## src/rtl/bexkat_dbg_pkg.sv

```systemverilog
// Shared opcodes, response codes and FSM states for the serial-to-Wishbone debug master.
package bexkat_dbg_pkg;

   localparam logic [7:0] OP_READ  = 8'h01;
   localparam logic [7:0] OP_WRITE = 8'h02;
   localparam logic [7:0] RSP_ACK  = 8'h06;
   localparam logic [7:0] RSP_NAK  = 8'h15;

   typedef enum logic [2:0] {
      IDLE,
      ADDR,
      WDATA,
      BUS,
      RESP
   } state_t;

endpackage

```

## src/rtl/if_wb.sv

```systemverilog
// Minimal 32-bit Wishbone classic bundle.
interface if_wb;
   logic [31:0] adr;
   logic [31:0] dat_o;
   logic [31:0] dat_i;
   logic [3:0]  sel;
   logic        cyc;
   logic        stb;
   logic        we;
   logic        ack;

   modport master (output adr, dat_o, sel, cyc, stb, we, input dat_i, ack);
   modport slave  (input adr, dat_o, sel, cyc, stb, we, output dat_i, ack);
endinterface

```

## src/rtl/dbg_tx_shift.sv

```systemverilog
// Response serializer: 4-byte shift register emitting MSB first over a valid/ready handshake.
module dbg_tx_shift (
   input  logic        clk_i,
   input  logic        rst_i,
   input  logic        load,
   input  logic [31:0] load_word,
   input  logic [1:0]  load_last,
   input  logic        tx_ready,
   output logic [7:0]  tx_data,
   output logic        tx_valid,
   output logic        done
);

   logic [31:0] shift_q, shift_d;
   logic [1:0]  cnt_q, cnt_d;
   logic        valid_q, valid_d;

   always_ff @(posedge clk_i or negedge rst_i) begin
      if (!rst_i) begin
         shift_q <= '0;
         cnt_q   <= '0;
         valid_q <= 1'b0;
      end else begin
         shift_q <= shift_d;
         cnt_q   <= cnt_d;
         valid_q <= valid_d;
      end
   end

   // cnt_q holds the number of bytes remaining after the one on tx_data
   always_comb begin
      shift_d = shift_q;
      cnt_d   = cnt_q;
      valid_d = valid_q;
      done    = 1'b0;
      if (load) begin
         shift_d = load_word;
         cnt_d   = load_last;
         valid_d = 1'b1;
      end else if (valid_q && tx_ready) begin
         if (cnt_q == 2'd0) begin
            shift_d = '0;
            valid_d = 1'b0;
            done    = 1'b1;
         end else begin
            shift_d = {shift_q[23:0], 8'h00};
            cnt_d   = cnt_q - 2'd1;
         end
      end
   end

   assign tx_data  = shift_q[31:24];
   assign tx_valid = valid_q;

endmodule

```

## src/rtl/wb_serial_master.sv

```systemverilog
// Byte-stream command decoder driving a single Wishbone read or write per command.
module wb_serial_master
   import bexkat_dbg_pkg::*;
#(
   parameter int unsigned TIMEOUT = 1024,
   parameter logic [3:0]  SEL_ALL = 4'hF
) (
   input  logic        clk_i,
   input  logic        rst_i,
   input  logic [7:0]  rx_data,
   input  logic        rx_valid,
   output logic [7:0]  tx_data,
   output logic        tx_valid,
   input  logic        tx_ready,
   if_wb.master        bus,
   output logic        busy
);

   localparam int unsigned TW = (TIMEOUT > 2) ? $clog2(TIMEOUT) : 1;
   localparam logic [TW-1:0] TMO_LAST = TW'(TIMEOUT - 1);

   state_t        state_q, state_d;
   logic          is_wr_q, is_wr_d;
   logic [1:0]    bcnt_q, bcnt_d;
   logic [31:0]   adr_q, adr_d;
   logic [31:0]   dat_q, dat_d;
   logic          cyc_q, cyc_d;
   logic          we_q, we_d;
   logic [3:0]    sel_q, sel_d;
   logic [TW-1:0] tmo_q, tmo_d;

   logic          tx_load;
   logic [31:0]   tx_word;
   logic [1:0]    tx_last;
   logic          tx_done;

   always_ff @(posedge clk_i or negedge rst_i) begin
      if (!rst_i) begin
         state_q <= IDLE;
         is_wr_q <= 1'b0;
         bcnt_q  <= '0;
         adr_q   <= '0;
         dat_q   <= '0;
         cyc_q   <= 1'b0;
         we_q    <= 1'b0;
         sel_q   <= '0;
         tmo_q   <= '0;
      end else begin
         state_q <= state_d;
         is_wr_q <= is_wr_d;
         bcnt_q  <= bcnt_d;
         adr_q   <= adr_d;
         dat_q   <= dat_d;
         cyc_q   <= cyc_d;
         we_q    <= we_d;
         sel_q   <= sel_d;
         tmo_q   <= tmo_d;
      end
   end

   always_comb begin
      state_d = state_q;
      is_wr_d = is_wr_q;
      bcnt_d  = bcnt_q;
      adr_d   = adr_q;
      dat_d   = dat_q;
      cyc_d   = cyc_q;
      we_d    = we_q;
      sel_d   = sel_q;
      tmo_d   = tmo_q;
      tx_load = 1'b0;
      tx_word = '0;
      tx_last = '0;

      unique case (state_q)
         IDLE: begin
            if (rx_valid) begin
               if (rx_data == OP_READ || rx_data == OP_WRITE) begin
                  is_wr_d = (rx_data == OP_WRITE);
                  bcnt_d  = '0;
                  state_d = ADDR;
               end else begin
                  tx_load = 1'b1;
                  tx_word = {RSP_NAK, 24'h0};
                  state_d = RESP;
               end
            end
         end
         ADDR: begin
            if (rx_valid) begin
               adr_d  = {adr_q[23:0], rx_data};
               bcnt_d = bcnt_q + 2'd1;
               if (bcnt_q == 2'd3) begin
                  if (is_wr_q) begin
                     state_d = WDATA;
                  end else begin
                     state_d = BUS;
                     cyc_d   = 1'b1;
                     we_d    = 1'b0;
                     sel_d   = SEL_ALL;
                     tmo_d   = '0;
                  end
               end
            end
         end
         WDATA: begin
            if (rx_valid) begin
               dat_d  = {dat_q[23:0], rx_data};
               bcnt_d = bcnt_q + 2'd1;
               if (bcnt_q == 2'd3) begin
                  state_d = BUS;
                  cyc_d   = 1'b1;
                  we_d    = 1'b1;
                  sel_d   = SEL_ALL;
                  tmo_d   = '0;
               end
            end
         end
         BUS: begin
            // ack is checked before the timeout so a last-cycle ack still succeeds
            if (bus.ack) begin
               cyc_d   = 1'b0;
               tx_load = 1'b1;
               state_d = RESP;
               if (is_wr_q) begin
                  tx_word = {RSP_ACK, 24'h0};
               end else begin
                  tx_word = bus.dat_i;
                  tx_last = 2'd3;
               end
            end else if (tmo_q == TMO_LAST) begin
               cyc_d   = 1'b0;
               tx_load = 1'b1;
               tx_word = {RSP_NAK, 24'h0};
               state_d = RESP;
            end else begin
               tmo_d = tmo_q + 1'b1;
            end
         end
         RESP: begin
            if (tx_done) state_d = IDLE;
         end
         default: state_d = IDLE;
      endcase
   end

   dbg_tx_shift u_tx (
      .clk_i     (clk_i),
      .rst_i     (rst_i),
      .load      (tx_load),
      .load_word (tx_word),
      .load_last (tx_last),
      .tx_ready  (tx_ready),
      .tx_data   (tx_data),
      .tx_valid  (tx_valid),
      .done      (tx_done)
   );

   assign bus.adr   = adr_q;
   assign bus.dat_o = dat_q;
   assign bus.sel   = sel_q;
   assign bus.cyc   = cyc_q;
   assign bus.stb   = cyc_q;
   assign bus.we    = we_q;
   assign busy      = (state_q != IDLE);

endmodule
```

## src/flat_wrapper.sv

```systemverilog
// flat-port wrapper written by rule: the top's interface ports become plain ports
module wb_serial_master_flat import bexkat_dbg_pkg::*;
#(
   parameter int unsigned TIMEOUT = 1024,
   parameter logic [3:0]  SEL_ALL = 4'hF
)
  (clk_i, rst_i, rx_data, rx_valid, tx_data, tx_valid, tx_ready, busy, bus_adr, bus_dat_o, bus_sel, bus_cyc, bus_stb, bus_we, bus_dat_i, bus_ack);
  if_wb bus_i ();
  input  logic clk_i;
  input  logic rst_i;
  input  logic [7:0] rx_data;
  input  logic rx_valid;
  output logic [7:0] tx_data;
  output logic tx_valid;
  input  logic tx_ready;
  output logic busy;
  output wire logic [$bits(bus_i.adr)-1:0] bus_adr;
  output wire logic [$bits(bus_i.dat_o)-1:0] bus_dat_o;
  output wire logic [$bits(bus_i.sel)-1:0] bus_sel;
  output wire logic [$bits(bus_i.cyc)-1:0] bus_cyc;
  output wire logic [$bits(bus_i.stb)-1:0] bus_stb;
  output wire logic [$bits(bus_i.we)-1:0] bus_we;
  input wire logic [$bits(bus_i.dat_i)-1:0] bus_dat_i;
  input wire logic [$bits(bus_i.ack)-1:0] bus_ack;
  assign bus_adr = bus_i.adr;
  assign bus_dat_o = bus_i.dat_o;
  assign bus_sel = bus_i.sel;
  assign bus_cyc = bus_i.cyc;
  assign bus_stb = bus_i.stb;
  assign bus_we = bus_i.we;
  assign bus_i.dat_i = bus_dat_i;
  assign bus_i.ack = bus_ack;
  wb_serial_master #(.TIMEOUT(TIMEOUT), .SEL_ALL(SEL_ALL)) u_core (.clk_i(clk_i), .rst_i(rst_i), .rx_data(rx_data), .rx_valid(rx_valid), .tx_data(tx_data), .tx_valid(tx_valid), .tx_ready(tx_ready), .bus(bus_i), .busy(busy));
endmodule
```

## config.mk

```make
export PLATFORM = sky130hd
export DESIGN_NAME = wb_serial_master_flat
export DESIGN_NICKNAME = d
export VERILOG_FILES = /design/src/rtl/bexkat_dbg_pkg.sv /design/src/rtl/if_wb.sv /design/src/rtl/dbg_tx_shift.sv /design/src/rtl/wb_serial_master.sv /design/src/flat_wrapper.sv
export SDC_FILE = /design/constraint.sdc
export NUM_CORES = 1
export LEC_CHECK = 0
export CAP_MARGIN = 10
export CORE_MARGIN = 2
export CORE_UTILIZATION = 51
export DETAILED_ROUTE_END_ITERATION = 12
export PLACE_DENSITY = 0.82
export SLEW_MARGIN = 20
export SYNTH_ARGS = -nofsm -noshare
export SYNTH_HDL_FRONTEND = slang
export SYNTH_HIERARCHICAL = 1
export SYNTH_SLANG_ARGS = --single-unit
```

## constraint.sdc

```tcl
create_clock -name clk_i -period 3.6 [get_ports clk_i]
set_input_delay 0.72 -clock clk_i [delete_from_list [all_inputs] [get_ports clk_i]]
set_output_delay 0.72 -clock clk_i [all_outputs]
set_load 0.01 [all_outputs]
```

==> load_flow_metrics.sql, run 1 <==
INSERT INTO impl_metrics (metric_group, metric, value, unit) VALUES
('setup_path', 'critical-path-top-delay-family', 'simple AND/OR/NAND/NOR gates', ''),
('synth', 'synth_flop_cell', 'dfrtp_1', ''),
('synth', 'synthesis.area', '5560', 'um^2'),
('final_layout', 'drive_above_1_share', '18.5', '%'),
('job', 'drv_cap', '0', ''),
('cts', 'cts.hold.buffers_added', '0', ''),
('detailed_routing', 'wl_per_cell', '16.7', 'um'),
('timing', 'fmax', '359', 'MHz'),
('setup_path', 'critPathSlowestCell', 'or4_4', ''),
('cts', 'post-cts-setup-buffer-count', '0', ''),
('setup_path', 'worst_setup_path_start_kind', 'input pin', ''),
('final_layout', 'design_area', '7380', 'um^2'),
('floorplanning', 'die-width', '108', 'um'),
('cts', 'cts_buffer_depth', '2', ''),
('outcome', 'run_status', 'complete, no violations', ''),
('global_route', 'grtUsageMet2', '35.8', '%'),
('synth', 'synth_largest_area_cell', 'dfrtp_1', ''),
('detailed_routing', 'dr.pass1.iters', '4', ''),
('setup_path', 'timing.critical_path.slowest_cell_delay', '570', 'ps'),
('setup_path', 'worst-r2r-setup-slack', '1270', 'ps'),
('setup_path', 'rr_endpoint', 'u_core/state_q[2]', ''),
('timing', 'finalSetupViolations', '0', ''),
('setup_path', 'crit_path_max_fanout', '39', ''),
('cts', 'clockRootBuffer', 'clkbuf_8', ''),
('placed_design', 'routabilityCongestion', '0.781', ''),
('timing', 'setup_repair_after_global_routing_missed_its_margin', 'no', ''),
('synth', 'synth_seq_cells', '118', ''),
('power', 'leakagePower', '0.00331', 'uW'),
('timing', 'hold_viol_final', '0', ''),
('global_route', 'grtUsageMet1', '27.8', '%'),
('detailed_routing', 'drc', '0', ''),
('cts', 'insertion_delay', '520', 'ps'),
('synth', 'leading_post_synthesis_cells_by_cell_area', 'dfrtp_1 53%, mux2_2 13%, and4b_1 4.3%', ''),
('setup_path', 'cp-end-kind', 'flop', ''),
('global_route', 'gr-usage-all-layers', '22.7', '%'),
('cts', 'cts.htree.levels', '4', ''),
('setup_path', 'arrival', '3200', 'ps'),
('synth', 'ys_seq_area_share', '53.1', '%'),
('setup_path', 'critical_path_class', 'input pin to flop', ''),
('synth', 'synth_cell_types', '51', ''),
('detailed_routing', 'wirelength', '12700', 'um'),
('placed_design', 'dpl-instance-area', '6820', 'um^2'),
('final_layout', 'syn2layout_area_growth', '32.8', '%'),
('timing', 'actual_transition_at_the_worst_max_transition_pin', '780', 'ps'),
('final_layout', 'finalNetCount', '660', ''),
('power', 'fin_total_pwr', '3830', 'uW'),
('synth', 'synthesis.nets', '548', ''),
('synth', 'yosysWarnings', '6', ''),
('global_route', 'overflow', '0', ''),
('setup_path', 'worstPathRequired', '4020', 'ps'),
('timing', 'finClkSkew', '9.39', 'ps'),
('cts', 'cts_resized', '0', ''),
('synth', 'mean_syn_cell_area', '11.1', 'um^2'),
('floorplanning', 'rows', '38', ''),
('floorplanning', 'chipHeight', '108', 'um'),
('synth', 'fraction_of_post_synthesis_cell_area_in_the_top_cell_type_by_area', '53.1', '%'),
('final_layout', 'num_antenna_cells', '0', ''),
('global_route', 'first_global_vias', '4154', ''),
('timing', 'slew-limit-headroom', '48.0', '%'),
('cts', 'clock_buffers_created_by_tritoncts', '17', ''),
('final_layout', 'commonest_non_fill_non_tap_cell_in_the_layout', 'clkdlybuf4s50_1', ''),
('final_layout', 'final_cell_count_no_fill', '763', ''),
('synth', 'postSynth.asyncResetShare', '100', '%'),
('timing', 'fin_setup_tns', '0', 'ps'),
('final_layout', 'final_cell_mix', '124 x clkdlybuf4s50_1, 118 x dfrtp_1, 62 x mux2_2', ''),
('power', 'power_per_standard_cell_area', '519', 'nW/um^2'),
('min_path', 'hold_path.class', 'input pin to asynchronous set/reset pin', ''),
('placed_design', 'placement.io_buffers', '125', ''),
('floorplanning', 'core', '10700', 'um^2'),
('setup_path', 'crit_top_cell', 'or4_4', ''),
('global_route', 'grt_max_degree', '63', '');
## worst register-to-register path, delay by kind of cell, from the launching register on
kind / cells / cell delay (ps)
DFF: 1 / 380
and+or+nand+nor: 6 / 1390
AOI/OAI and AO/OA: 1 / 300
adders and majority gates: 1 / 200
## worst max path at each step
stage	from	endpoint	slack (ps)	cells past startpoint
after floorplan	rx_data[5]	u_core/state_q[2]	810	9
after CTS	rx_data[5]	u_core/u_tx/shift_q[0]	840	7
after detailed placement	rx_data[5]	u_core/u_tx/shift_q[0]	310	7
after global routing	rx_data[5]	u_core/u_tx/shift_q[4]	700	7
final	rx_data[5]	u_core/u_tx/shift_q[0]	820	7
after global placement	rx_data[5]	u_core/u_tx/tx_valid	400	7
## metal layers
metal / vias to the layer above / share of wire [%]
met5: - / 0
met3: 16 / 9.4
li1: 1977 / -
met4: 0 / 1.4
met1: 2030 / 41
met2: 132 / 49
## synth_stat cells (all sizes together) (2+ instances only)
cell type and count:
nor2 16, a31oi 2, mux2 66, inv 7
xnor2 3, nand4 2, or4 3, clkbuf 12
xor2 3, a21oi 30, ha 4, o21ai 48
nand3 7, and2 30, nor3 4, or3 2
and4b 24, nand2b 5, dfrtp 118, buf 29
o211ai 2, a41oi 2, nand2 61, mux2i 2
## logic make-up after synthesis
kind of cell	Yosys count	synth area share (%)
AND/OR/NAND/NOR	161	16.5
XOR/XNOR	6	0.945
buffers and inverters	48	4.97
multiplexers	68	13.7
adder cells (fa/ha/maj)	4	0.900
AO/OA/AOI/OAI	94	9.86
flip-flops	118	53.1
## report_power, final
part           switching, uW  internal, uW  leakage, uW
Combinational            354           375      0.00144
Clock                    600           964     0.000269
Sequential               113          1420      0.00160
## sequential cells by signal, summed over array words and instances, names as in the netlist
register,flops
u_core/bcnt_q,2
u_core/bus.adr,32
u_core/bus.cyc,1
u_core/bus.dat_o,32
u_core/bus.sel,1
u_core/bus.we,1
u_core/is_wr_q,1
u_core/state_q,3
u_core/tmo_q,10
u_core/u_tx/cnt_q,2
u_core/u_tx/shift_q,32
u_core/u_tx/tx_valid,1
## stage by stage
stage / hold WS [ps] / setup slack, ps
after floorplan: 424 / 812
after global placement: 468 / 397
after detailed placement: 497 / 312
after CTS: 270 / 840
after global routing: 296 / 698
final: 249 / 818
## layout make-up
cell class	instances	area (um^2)	area share (%)
flip-flops and latches	118	2950	40.0
multi-input cells	333	2340	31.7
repair buffers	134	1330	18.0
clock buffers	20	455	6.17
well taps	140	175	2.37
clock inverters	11	103	1.39
inverters	7	26.3	0.356
Power figures use the tool's default switching activity.
==> run 2: changes to the inputs <==
- clock period: 3.6 -> 2.61 ns (I/O delays scaled with it)
==> load_flow_metrics.sql, run 2 (synthesis results as in run 1) <==
INSERT INTO impl_metrics (metric_group, metric, value, unit) VALUES
('global_route', 'grt_pass1_wl', '21100', 'um'),
('global_route', 'overflow', '0', ''),
('placed_design', 'pre_cts_ws', '-222', 'ps'),
('floorplanning', 'die-width', '108', 'um'),
('floorplanning', 'area_of_the_die', '11800', 'um^2'),
('min_path', 'hold_path.class', 'input pin to asynchronous set/reset pin', ''),
('floorplanning', 'floorplan.initialDensity', '51.7', '%'),
('job', 'drv_cap', '0', ''),
('detailed_routing', 'num_vias', '4273', ''),
('setup_path', 'worst-path-stages', '3', ''),
('floorplanning', 'chipHeight', '108', 'um'),
('detailed_routing', 'drt_first_iter_violations', '232', ''),
('placed_design', 'dpl-instance-area', '6960', 'um^2'),
('detailed_routing', 'viasPerCell', '5.49', ''),
('final_layout', 'final_cell_count_no_fill', '778', ''),
('detailed_routing', 'wirelength', '13100', 'um'),
('power', 'power_per_standard_cell_area', '716', 'nW/um^2'),
('detailed_routing', 'dr.pass1.iters', '4', ''),
('timing', 'fmax', '399', 'MHz'),
('final_layout', 'final_cell_mix', '124 x clkdlybuf4s50_1, 118 x dfrtp_1, 62 x mux2_2', ''),
('final_layout', 'n_fill_cell', '758', ''),
('global_route', 'grt_antenna_before_repair', '0', ''),
('setup_path', 'worst-r2r-setup-slack', '260', 'ps'),
('global_route', 'first_global_vias', '4349', ''),
('placed_design', 'place_inst', '745', ''),
('setup_path', 'arrival', '1990', 'ps'),
('setup_path', 'critPathSlowestCell', 'dfrtp_1', ''),
('cts', 'clockRootBuffer', 'clkbuf_8', ''),
('timing', 'setup_repair_after_global_routing_missed_its_margin', 'no', ''),
('final_layout', 'drive_above_1_share', '20.4', '%'),
('timing', 'hold_viol_final', '0', ''),
('global_route', 'gr-usage-all-layers', '23.4', '%'),
('setup_path', 'cp-end-kind', 'primary output', ''),
('final_layout', 'layout.core_utilization', '70.3', '%'),
('placed_design', 'placement.io_buffers', '125', ''),
('setup_path', 'worstPathRequired', '2090', 'ps'),
('global_route', 'top_usage_layer', 'met2', ''),
('cts', 'clock_buffers_created_by_tritoncts', '17', ''),
('final_layout', 'design_area', '7560', 'um^2'),
('final_layout', 'num_antenna_cells', '0', ''),
('setup_path', 'crit_path_max_fanout', '14', ''),
('global_route', 'grtUsageMet1', '27.9', '%'),
('timing', 'actual_transition_at_the_worst_max_transition_pin', '662', 'ps'),
('cts', 'clk_pin_slew', '60', 'ps'),
('detailed_routing', 'wl_per_cell', '16.8', 'um'),
('cts', 'cts_buffer_depth', '2', ''),
('outcome', 'run_status', 'complete, no violations', ''),
('global_route', 'grtUsageMet2', '37.3', '%'),
('floorplanning', 'num_io_pins', '126', ''),
('cts', 'insertion_delay', '520', 'ps'),
('cts', 'post-cts-setup-buffer-count', '0', ''),
('cts', 'cts.htree.levels', '4', ''),
('setup_path', 'reg2reg_depth', '7', ''),
('timing', 'fin_crit_sh', '96.1', '%'),
('detailed_routing', 'drc', '0', ''),
('global_route', 'grt_max_degree', '70', ''),
('setup_path', 'buffer_and_inverter_count_on_the_worst_path', '2', ''),
('timing', 'slew-limit-headroom', '55.9', '%'),
('setup_path', 'critical-path-top-delay-family', 'buffers and inverters', ''),
('floorplanning', 'core', '10700', 'um^2'),
('setup_path', 'critical_path_class', 'flop to primary output', ''),
('setup_path', 'timing.critical_path.slowest_cell_delay', '560', 'ps'),
('setup_path', 'rr_endpoint', 'u_core/state_q[2]', ''),
('timing', 'finClkSkew', '9.65', 'ps'),
('timing', 'period_needed', '2510', 'ps'),
('placed_design', 'routabilityCongestion', '0.804', ''),
('floorplanning', 'rows', '38', ''),
('cts', 'cts_num_sinks', '118', ''),
('global_route', 'grt_util_met3', '9.64', '%'),
('timing', 'finalSetupViolations', '0', ''),
('power', 'leakagePower', '0.00340', 'uW'),
('placed_design', 'place.detailed.hpwl', '8520', 'um'),
('timing', 'final_critical_path_setup_slack', '103', 'ps'),
('timing', 'final_max_slew_viol_count', '0', ''),
('setup_path', 'worst_setup_path_start_kind', 'flop', ''),
('power', 'ir_worst_vdd', '0.578', 'mV'),
('setup_path', 'list_of_cells_traversed_by_the_critical_path', 'nor3_4, inv_1, clkdlybuf4s50_1', ''),
('detailed_routing', 'drtAntennaViolNets', '0', ''),
('final_layout', 'finalNetCount', '674', ''),
('cts', 'tritoncts', 'yes', ''),
('power', 'fin_total_pwr', '5420', 'uW'),
('final_layout', 'syn2layout_area_growth', '36.0', '%'),
('setup_path', 'timing.rr.start', 'u_core/state_q[1]', ''),
('final_layout', 'commonest_non_fill_non_tap_cell_in_the_layout', 'clkdlybuf4s50_1', '');
==> run 2: routing by layer <==
layer  vias to the layer above  part of all wire (%)  routed length (um)
met5                         -                     0                   0
met4                         0                   1.9                 247
met3                        22                   8.3                1090
met2                       160                    49                6450
met1                      2080                    40                5280
li1                       2011                     -                   -
==> run 2: final cells by class <==
type | count | area (um^2) | area share [%]
flip-flops and latches | 118 | 2950 | 39.1
multi-input cells | 333 | 2350 | 31.1
repair buffers | 148 | 1470 | 19.5
clock buffers | 18 | 428 | 5.66
well taps | 140 | 175 | 2.32
clock inverters | 14 | 151 | 2.00
inverters | 7 | 26.3 | 0.348
==> run 2: repair_timing <==
| item | CTS | global route |
|---|---|---|
| hold endpoints to repair | 25 | 0 |
| gates resized for setup | 1 | 0 |
| setup endpoints to repair | 1 | 1 |
| pin swaps | 0 | 1 |
| hold buffers | 1 | 0 |
==> run 2: power by group <==
part / switching (uW) / total (uW) / internal (uW)
registers: 130 / 2090 / 1960
clock network: 849 / 2240 / 1390
logic: 534 / 1090 / 552
total: 1510 / 5420 / 3900
==> run 2: worst reg2reg max path: cells and delay by family, from the launching register on <==
family	cells	cell delay, ps
simple gates	7	1620
flops	1	660
==> run 2: worst max-delay path by stage <==
stage / startpoint / to / slack (ps)
5_1_grt: u_core/state_q[1] / busy / 30
3_3_place_gp: rx_data[5] / u_core/state_q[2] / -160
2_1_floorplan: rx_data[5] / u_core/state_q[2] / 20
3_5_place_dp: rx_data[5] / u_core/state_q[2] / -220
6_report: u_core/state_q[1] / busy / 100
4_1_cts: u_core/state_q[1] / busy / 60
==> run 2: per-stage QoR <==
stage | setup TNS (ps) | hold WS (ps)
CTS | 0 | 461
global placement | -3360 | 458
global route | 0 | 480
floorplan | 0 | 226
finish | 0 | 466
detailed placement | -4820 | 465
